<file path="src/rtl/driver_display.sv">
// -----------------------------------------------------------------------------
// driver_display
//
// Three-digit time-multiplexed seven-segment display driver. Digits arriving
// from the binary-to-BCD stage are captured on a load strobe into pending
// registers and copied to the display registers only at frame boundaries, so
// a frame never shows a mix of old and new digits. One digit is lit per slot,
// with a short anode-off window at the start of every slot to suppress
// ghosting. Leading zeros can optionally be blanked.
//
// Parameters:
//   REFRESH_DIV  cycles per digit slot (>= 2)
//   BLANK_CYC    anode-off cycles at the start of each slot (< REFRESH_DIV)
//   ACTIVE_LOW   1 = invert segmentos/anodos at the pins (common-anode board)
//
// Ports:
//   clock         in   single clock, rising edge
//   reset         in   synchronous, active-high
//   carregar      in   load strobe for the three digit inputs
//   centena       in   hundreds BCD digit
//   dezena        in   tens BCD digit
//   unidade       in   units BCD digit
//   apagar_zeros  in   leading-zero blanking enable (level)
//   segmentos     out  {g,f,e,d,c,b,a}, registered
//   anodos        out  [0]=unidade, [1]=dezena, [2]=centena, registered
//   quadro        out  one-cycle end-of-frame pulse, registered
// -----------------------------------------------------------------------------
module driver_display #(
    parameter int REFRESH_DIV = 50000,
    parameter int BLANK_CYC   = 500,
    parameter bit ACTIVE_LOW  = 1'b1
) (
    input  logic       clock,
    input  logic       reset,
    input  logic       carregar,
    input  logic [3:0] centena,
    input  logic [3:0] dezena,
    input  logic [3:0] unidade,
    input  logic       apagar_zeros,
    output logic [6:0] segmentos,
    output logic [2:0] anodos,
    output logic       quadro
);

    localparam int CW = (REFRESH_DIV > 1) ? $clog2(REFRESH_DIV) : 1;
    localparam logic [CW-1:0] CNT_MAX   = CW'(REFRESH_DIV - 1);
    localparam logic [CW-1:0] CNT_BLANK = CW'(BLANK_CYC);

    // Slot index doubles as the digit selector.
    typedef enum logic [1:0] {
        SLOT_UNI = 2'd0,
        SLOT_DEZ = 2'd1,
        SLOT_CEN = 2'd2
    } slot_t;

    logic [CW-1:0] r_cnt;
    slot_t         r_slot;

    logic          r_pend;
    logic [3:0]    r_pend_cen;
    logic [3:0]    r_pend_dez;
    logic [3:0]    r_pend_uni;

    logic [3:0]    r_disp_cen;
    logic [3:0]    r_disp_dez;
    logic [3:0]    r_disp_uni;

    // Output registers hold the active-high view; inversion happens at the pins.
    logic [6:0]    r_seg;
    logic [2:0]    r_an;
    logic          r_quadro;

    logic          w_slot_end;
    logic          w_boundary;
    logic          w_lit;
    logic [3:0]    w_digit;
    logic          w_blank;
    logic [2:0]    w_an_sel;
    logic [6:0]    w_seg_code;

    function automatic logic [6:0] seg_encode(input logic [3:0] digit);
        logic [6:0] code;
        case (digit)
            4'd0:    code = 7'h3F;
            4'd1:    code = 7'h06;
            4'd2:    code = 7'h5B;
            4'd3:    code = 7'h4F;
            4'd4:    code = 7'h66;
            4'd5:    code = 7'h6D;
            4'd6:    code = 7'h7D;
            4'd7:    code = 7'h07;
            4'd8:    code = 7'h7F;
            4'd9:    code = 7'h6F;
            default: code = 7'h40;   // non-BCD input shows a dash
        endcase
        return code;
    endfunction

    assign w_slot_end = (r_cnt == CNT_MAX);
    assign w_boundary = w_slot_end && (r_slot == SLOT_CEN);
    assign w_lit      = (r_cnt >= CNT_BLANK);

    // NOTE: every signal driven in always_comb gets a default first, so no path
    // leaves it unassigned and no latch is inferred.
    always_comb begin
        w_digit  = r_disp_uni;
        w_blank  = 1'b0;
        w_an_sel = 3'b000;
        case (r_slot)
            SLOT_UNI: begin
                w_digit  = r_disp_uni;
                w_an_sel = 3'b001;
            end
            SLOT_DEZ: begin
                w_digit  = r_disp_dez;
                // Tens are only a leading zero when the hundreds are too.
                w_blank  = apagar_zeros && (r_disp_cen == 4'd0) && (r_disp_dez == 4'd0);
                w_an_sel = 3'b010;
            end
            SLOT_CEN: begin
                w_digit  = r_disp_cen;
                w_blank  = apagar_zeros && (r_disp_cen == 4'd0);
                w_an_sel = 3'b100;
            end
            default: begin
                w_digit  = r_disp_uni;
                w_an_sel = 3'b000;
            end
        endcase
    end

    assign w_seg_code = w_blank ? 7'h00 : seg_encode(w_digit);

    // NOTE: sequential state is written only with non-blocking assignments so
    // every register samples the pre-edge values of its neighbours.
    always_ff @(posedge clock) begin
        if (reset) begin
            r_cnt      <= '0;
            r_slot     <= SLOT_UNI;
            r_pend     <= 1'b0;
            r_pend_cen <= 4'd0;
            r_pend_dez <= 4'd0;
            r_pend_uni <= 4'd0;
            r_disp_cen <= 4'd0;
            r_disp_dez <= 4'd0;
            r_disp_uni <= 4'd0;
            r_seg      <= 7'h00;
            r_an       <= 3'b000;
            r_quadro   <= 1'b0;
        end else begin
            // Slot counter and slot index.
            if (w_slot_end) begin
                r_cnt <= '0;
                case (r_slot)
                    SLOT_UNI: r_slot <= SLOT_DEZ;
                    SLOT_DEZ: r_slot <= SLOT_CEN;
                    default:  r_slot <= SLOT_UNI;
                endcase
            end else begin
                r_cnt <= r_cnt + 1'b1;
            end

            // Display registers change only at the frame boundary. A strobe in
            // the boundary cycle itself bypasses the pending stage.
            if (w_boundary) begin
                if (carregar) begin
                    r_disp_cen <= centena;
                    r_disp_dez <= dezena;
                    r_disp_uni <= unidade;
                end else if (r_pend) begin
                    r_disp_cen <= r_pend_cen;
                    r_disp_dez <= r_pend_dez;
                    r_disp_uni <= r_pend_uni;
                end
                r_pend <= 1'b0;
            end else if (carregar) begin
                r_pend_cen <= centena;
                r_pend_dez <= dezena;
                r_pend_uni <= unidade;
                r_pend     <= 1'b1;
            end

            // Outputs: one-cycle registered view of the current slot.
            r_seg    <= w_lit ? w_seg_code : 7'h00;
            r_an     <= w_lit ? w_an_sel : 3'b000;
            r_quadro <= w_boundary;
        end
    end

    assign segmentos = ACTIVE_LOW ? ~r_seg : r_seg;
    assign anodos    = ACTIVE_LOW ? ~r_an  : r_an;
    assign quadro    = r_quadro;

endmodule

</file>
<file path="config.mk">
export PLATFORM = sky130hd
export DESIGN_NAME = driver_display
export DESIGN_NICKNAME = d
export VERILOG_FILES = /design/src/rtl/driver_display.sv
export SDC_FILE = /design/constraint.sdc
export NUM_CORES = 1
export LEC_CHECK = 0
export CORE_MARGIN = 2
export CORE_UTILIZATION = 30
export CTS_CLUSTER_DIAMETER = 100
export CTS_CLUSTER_SIZE = 14
export DETAILED_ROUTE_END_ITERATION = 10
export PLACE_DENSITY_LB_ADDON = 0.08
export SKIP_CTS_REPAIR_TIMING = 1
export SYNTH_ARGS = -nofsm -noshare
export SYNTH_HDL_FRONTEND = slang
export SYNTH_SLANG_ARGS = --single-unit
</file>
<file path="constraint.sdc">
create_clock -name clock -period 2.8 [get_ports clock]
set_input_delay 0.56 -clock clock [delete_from_list [all_inputs] [get_ports clock]]
set_output_delay 0.56 -clock clock [all_outputs]
set_load 0.03 [all_outputs]
</file>
After elaboration in Yosys (flattened, before gate mapping)
Memories as Yosys holds them, arrays and structs flattened. A register that Yosys moved wholly into a read port is not among the register bits.
Index checks and enable logic that the tools add are counted.
Widths: inputs -> output; s select.
{"block": "op_classes", "n_reduce_logical": 13, "n_bitwise": 4, "magnitude_cmp": 1, "n_mux": 10, "eq_ne": 3, "addsub": 1}
{"op": "$mux 4", "count": 6}
{"op": "$add 16x1->16 const B", "count": 1}
{"op": "$eq 16x16->1 const B", "count": 1}
{"op": "$ge 16x9->1 const B", "count": 1}
{"op": "$pmux 3 s3", "count": 1}
{"op": "$logic_not 4->1", "count": 2}
{"op": "$pmux 4 s2", "count": 1}
{"op": "$not 7->7", "count": 1}
{"op": "$reduce_or 2->1", "count": 3}
{"op": "$pmux 2 s2", "count": 1}
{"op": "$reduce_and 2->1", "count": 2}
{"op": "$logic_and 1x1->1", "count": 3}
{"op": "$not 3->3", "count": 1}
{"op": "$reduce_or 3->1", "count": 1}
{"op": "$eq 2x1->1 const B", "count": 1}
{"op": "$eq 2x2->1 const B", "count": 1}
{"op": "$logic_not 2->1", "count": 1}
{"op": "$not 1->1", "count": 2}
{"op": "$pmux 1 s2", "count": 1}
{"op": "$reduce_bool 2->1", "count": 1}
{"block": "totals", "elab_cells": 44, "mem_count": 1, "mem_bits_ro": 112, "register_bits": 47, "in_bits": 16}
{"memory": "(name not given)", "depth": 16, "width": 7, "read_ports": 1, "rd_ports_with_merged_regs": 1, "write_ports": 0, "line_no": "83", "text": "case (digit)"}

Logic depth before layout (Yosys ltp)
{"block": "depth", "ltp_word": 5, "depth_mapped": 11, "mapped_depth_nobuf": 10}

Least setup slack after synthesis
OpenSTA, ideal clock, no wires.
{"block": "synth_path", "kind": "register to register", "startpoint": "register r_slot[1]", "endpoint": "register r_seg[5]", "slack_ns": 0.493, "stages_incl_launch_ff": 9, "arrival_ns": 2.234, "setup_time_ns": 0.073, "path_cell_list": "dfxtp_1 -> inv_1 -> ha_1 -> buf_1 -> mux2i_1 -> inv_1 -> ha_1 -> or3_1 -> a21oi_1"}
{"block": "synth_between", "elab_chain_len": 3}
{"item": "from (decl)", "line_no": "57", "text": "slot_t r_slot;"}
{"item": "from (signal assigned)", "line_no": "139", "text": "r_slot <= SLOT_UNI;"}
{"item": "from (signal assigned)", "line_no": "155", "text": "SLOT_UNI: r_slot <= SLOT_DEZ;"}
{"item": "from (signal assigned)", "line_no": "156", "text": "SLOT_DEZ: r_slot <= SLOT_CEN;"}
{"item": "$eq 2x2->1 or $eq 2x1->1 (tied branches)", "line_no": "109", "text": "case (r_slot)"}
{"item": "$pmux 1 s2", "line_no": "109"}
{"item": "$reduce_or 3->1 (no source line)"}
{"item": "to (decl)", "line_no": "69", "text": "logic [6:0] r_seg;"}
Parallel ways exist; a longest one is shown, timed or not.
A chain may end at the register's enable or synchronous reset.

Final worst setup path
Same ends and word-level chain as after synthesis.

==> flow_metrics.py <==
metrics = {
    "sta": {
        "fmax_ghz": 0.398,
        "rsz0062_at_grt": "no",
        "period_needed_ns": 2.51,
        "max_slew_margin_pct": 59.3,
        "hold_viol_final": 0,
        "period_share_pct": 89.6,
        "report.final.setup_viol": 0,
        "tns_ns": 0,
        "drv_slew": 0,
        "tightest_slew_ns": 0.608,
        "hold-worst-slack_ns": 0.488,
        "clock_skew_ns": 0.0133,
    },
    "clock_tree": {
        "path_clk_slew_ns": 0.10,
        "cts_max_level": 2,
        "insertion_delay_ns": 0.30,
        "clockBufferDepth": 2,
        "cts.sinks": 54,
        "cts_root_buffer": "clkbuf_8",
        "cts_tree": "done",
        "numCtsBuffers": 5,
    },
    "global_route": {
        "grtUsageTotal_pct": 12.1,
        "grt_pass1_vias": 2003,
        "overflow": 0,
        "grt_max_degree": 29,
        "antenna_found_initial": 0,
        "grt_pass1_wl_mm": 9.74,
    },
    "logic_synthesis": {
        "synth-edff-count": 0,
        "synth_warnings": 0,
        "netlist_area_um2": 2710,
        "synth_top_area_share_pct": 40.0,
        "synthFlopType": "dfxtp_1",
        "synth_common_cells": "dfxtp_1 (54), nor2_1 (36), mux2i_1 (27), a21oi_1 (25), inv_1 (20)",
        "ys_async_sr_fraction_pct": 0,
        "synth_area_per_cell_um2": 9.59,
        "mappedNetlistNets": 310,
        "syn_inst": 282,
        "ys_ff_latch": 54,
        "synth_cell_type_count": 51,
        "synth_seq_area_share_pct": 40.0,
        "synth.most_common_cell": "dfxtp_1",
        "synth_top_area_cell": "dfxtp_1",
        "synth_area_leaders": "dfxtp_1 (40%), mux2i_1 (10%), ha_1 (5.6%)",
    },
    "critical_path": {
        "crit_family": "adder cells",
        "worstSetupStartpointType": "flip-flop",
        "crit_path_end_kind": "flip-flop",
        "r2r_end": "r_seg[5]",
        "worstPathArrival_ns": 2.73,
        "rr_startpoint": "r_slot[1]",
        "r2r_slack_ns": 0.29,
        "critPathKind": "flip-flop to flip-flop",
        "path_depth": 7,
        "path_buf_inv": 2,
        "critPathMaxStageDelay_ns": 0.55,
        "critical_path.max_fanout": 13,
        "startpoint": "r_slot[1]",
        "critPathRequiredTime_ns": 3.02,
        "worstRegToRegCells": 7,
        "endpoint": "r_seg[5]",
        "path_cells": "inv_1 -> ha_1 -> mux2i_1 -> inv_1 -> ha_1 -> or3_1 -> a21oi_1",
        "cp_slowest_cell": "mux2i_1",
    },
    "finish": {
        "multiInputGateArea_um2": 1430,
        "drive_gt1_share_pct": 8.50,
        "stdcell_count": 414,
        "diodes": 0,
        "fill_cells": 914,
        "regArea_um2": 1080,
        "nets": 333,
        "syn_to_final_growth_pct": 15.4,
    },
    "route": {
        "dr.pass1.iters": 4,
        "drtIter0Drc": 47,
        "wl_per_cell_um": 13.4,
        "drt_wl_total_mm": 5.54,
        "ant_nets": 0,
        "vias": 1987,
        "via_per_inst": 4.80,
        "drc": 0,
    },
    "pwr": {
        "power_mw": 1.40,
        "p_leak_nw": 1.20,
        "ir_drop_mv": 0.179,
        "p_per_area_nw_per_um2": 449,
    },
    "floorplan": {
        "die_area_um2": 9790,
        "io_pins": 27,
        "dieWidth_um": 99.0,
        "start_util_pct": 31.0,
        "die_h_um": 99.0,
        "fp-row-count": 34,
        "coreArea_um2": 8720,
    },
    "placement": {
        "io_buffers": 26,
        "dp.cells": 406,
        "dp_hpwl_mm": 4.03,
        "gpl.final_weighted_congestion": 0.736,
    },
    "worst_hold_path": {
        "hp-class": "flip-flop to flip-flop",
    },
    "outcome": {
        "status": "finished clean",
    },
    "run": {
        "cap_violations": 0,
    },
}
worst min-delay path by stage:
stage | start | endpoint | slack, ns | cells after the start
6_report | r_cnt[0] | r_cnt[0] | 0.49 | 1
2_1_floorplan | r_cnt[0] | r_cnt[0] | 0.44 | 1
4_1_cts | r_cnt[0] | r_cnt[0] | 0.49 | 1
3_3_place_gp | r_cnt[0] | r_cnt[0] | 0.46 | 1
3_5_place_dp | r_cnt[0] | r_cnt[0] | 0.47 | 1
5_1_grt | r_cnt[0] | r_cnt[0] | 0.53 | 1
metrics by stage:
| stage | worst slack (ns) | util [%] | area [um2] |
|---|---|---|---|
| CTS | 0.276 | 35.8 | 3120 |
| global route | 0.0367 | 35.8 | 3120 |
| global placement | 0.417 | 34.6 | 3010 |
| finish | 0.291 | 35.8 | 3120 |
| floorplan | 0.493 | - | 2710 |
| detailed placement | 0.309 | 34.6 | 3010 |
cells in the final DEF (no fill, tap or decap), drive strengths merged, types with 2 or more instances in the layout:
| master | instances |
|---|---|
| buf | 5 |
| clkbuf | 7 |
| a22oi | 3 |
| nand2b | 2 |
| ha | 12 |
| nor2 | 36 |
| o211ai | 4 |
| inv | 20 |
| or4 | 2 |
| nor4 | 2 |
| clkdlybuf4s50 | 26 |
| a22o | 2 |
| a21oi | 25 |
| nand2 | 4 |
| nand3 | 9 |
| a21o | 4 |
| xnor2 | 3 |
| and3 | 3 |
| o21ai | 2 |
| a211o | 2 |
| dfxtp | 54 |
| xor2 | 9 |
| and2 | 4 |
| a211oi | 13 |
| nand4 | 5 |
| or3 | 4 |
| mux2i | 27 |
| mux2 | 2 |
| and4 | 4 |
final cells by class:
cell class	count	share of cell area (%)
multi-input cells	193	45.7
flip-flops and latches	54	34.6
repair buffers	31	9.54
well taps	108	4.33
clock buffers	7	2.45
inverters	20	2.41
clock inverters	1	0.962
worst reg2reg max path, stage by stage, from the launching register on:
cell	delay (ns)
dfxtp_1	0.39
inv_1	0.09
ha_1	0.53
mux2i_1	0.55
inv_1	0.14
ha_1	0.24
or3_1	0.36
a21oi_1	0.14
per-layer routing:
metal	wire length, um	track usage (%)	vias up
met2	2480	20.0	26
met3	193	2.41	4
met4	49	3.16	0
li1	-	-	1037
met1	2810	16.3	920
met5	0	0	-
state kept, by name, indices dropped and copies added (netlist names):
signal and flops:
r_pend_uni 4, r_disp_cen 4, r_pend_cen 4, r_an 3
r_pend 1, quadro 1, r_cnt 16, r_slot 2
r_pend_dez 4, r_disp_dez 4, r_seg 7, r_disp_uni 4
power by group:
group | leakage, nW | switching (mW) | internal [mW]
sequential | 0.438 | 0.00935 | 0.782
clock | 0.0524 | 0.253 | 0.268
combinational | 0.706 | 0.0419 | 0.0453
cell families (layout without fill, tap and decap cells):
group | count (synthesis) | in the layout | share of synthesized area, %
mux | 29 | 29 | 10.8
buf+inv | 35 | 59 | 7.35
fa+ha+maj | 12 | 12 | 5.55
xor+xnor | 12 | 12 | 3.89
compound gates | 58 | 58 | 15.9
flops | 54 | 54 | 40.0
simple gates | 82 | 82 | 16.6
Power figures use the tool's default switching activity.
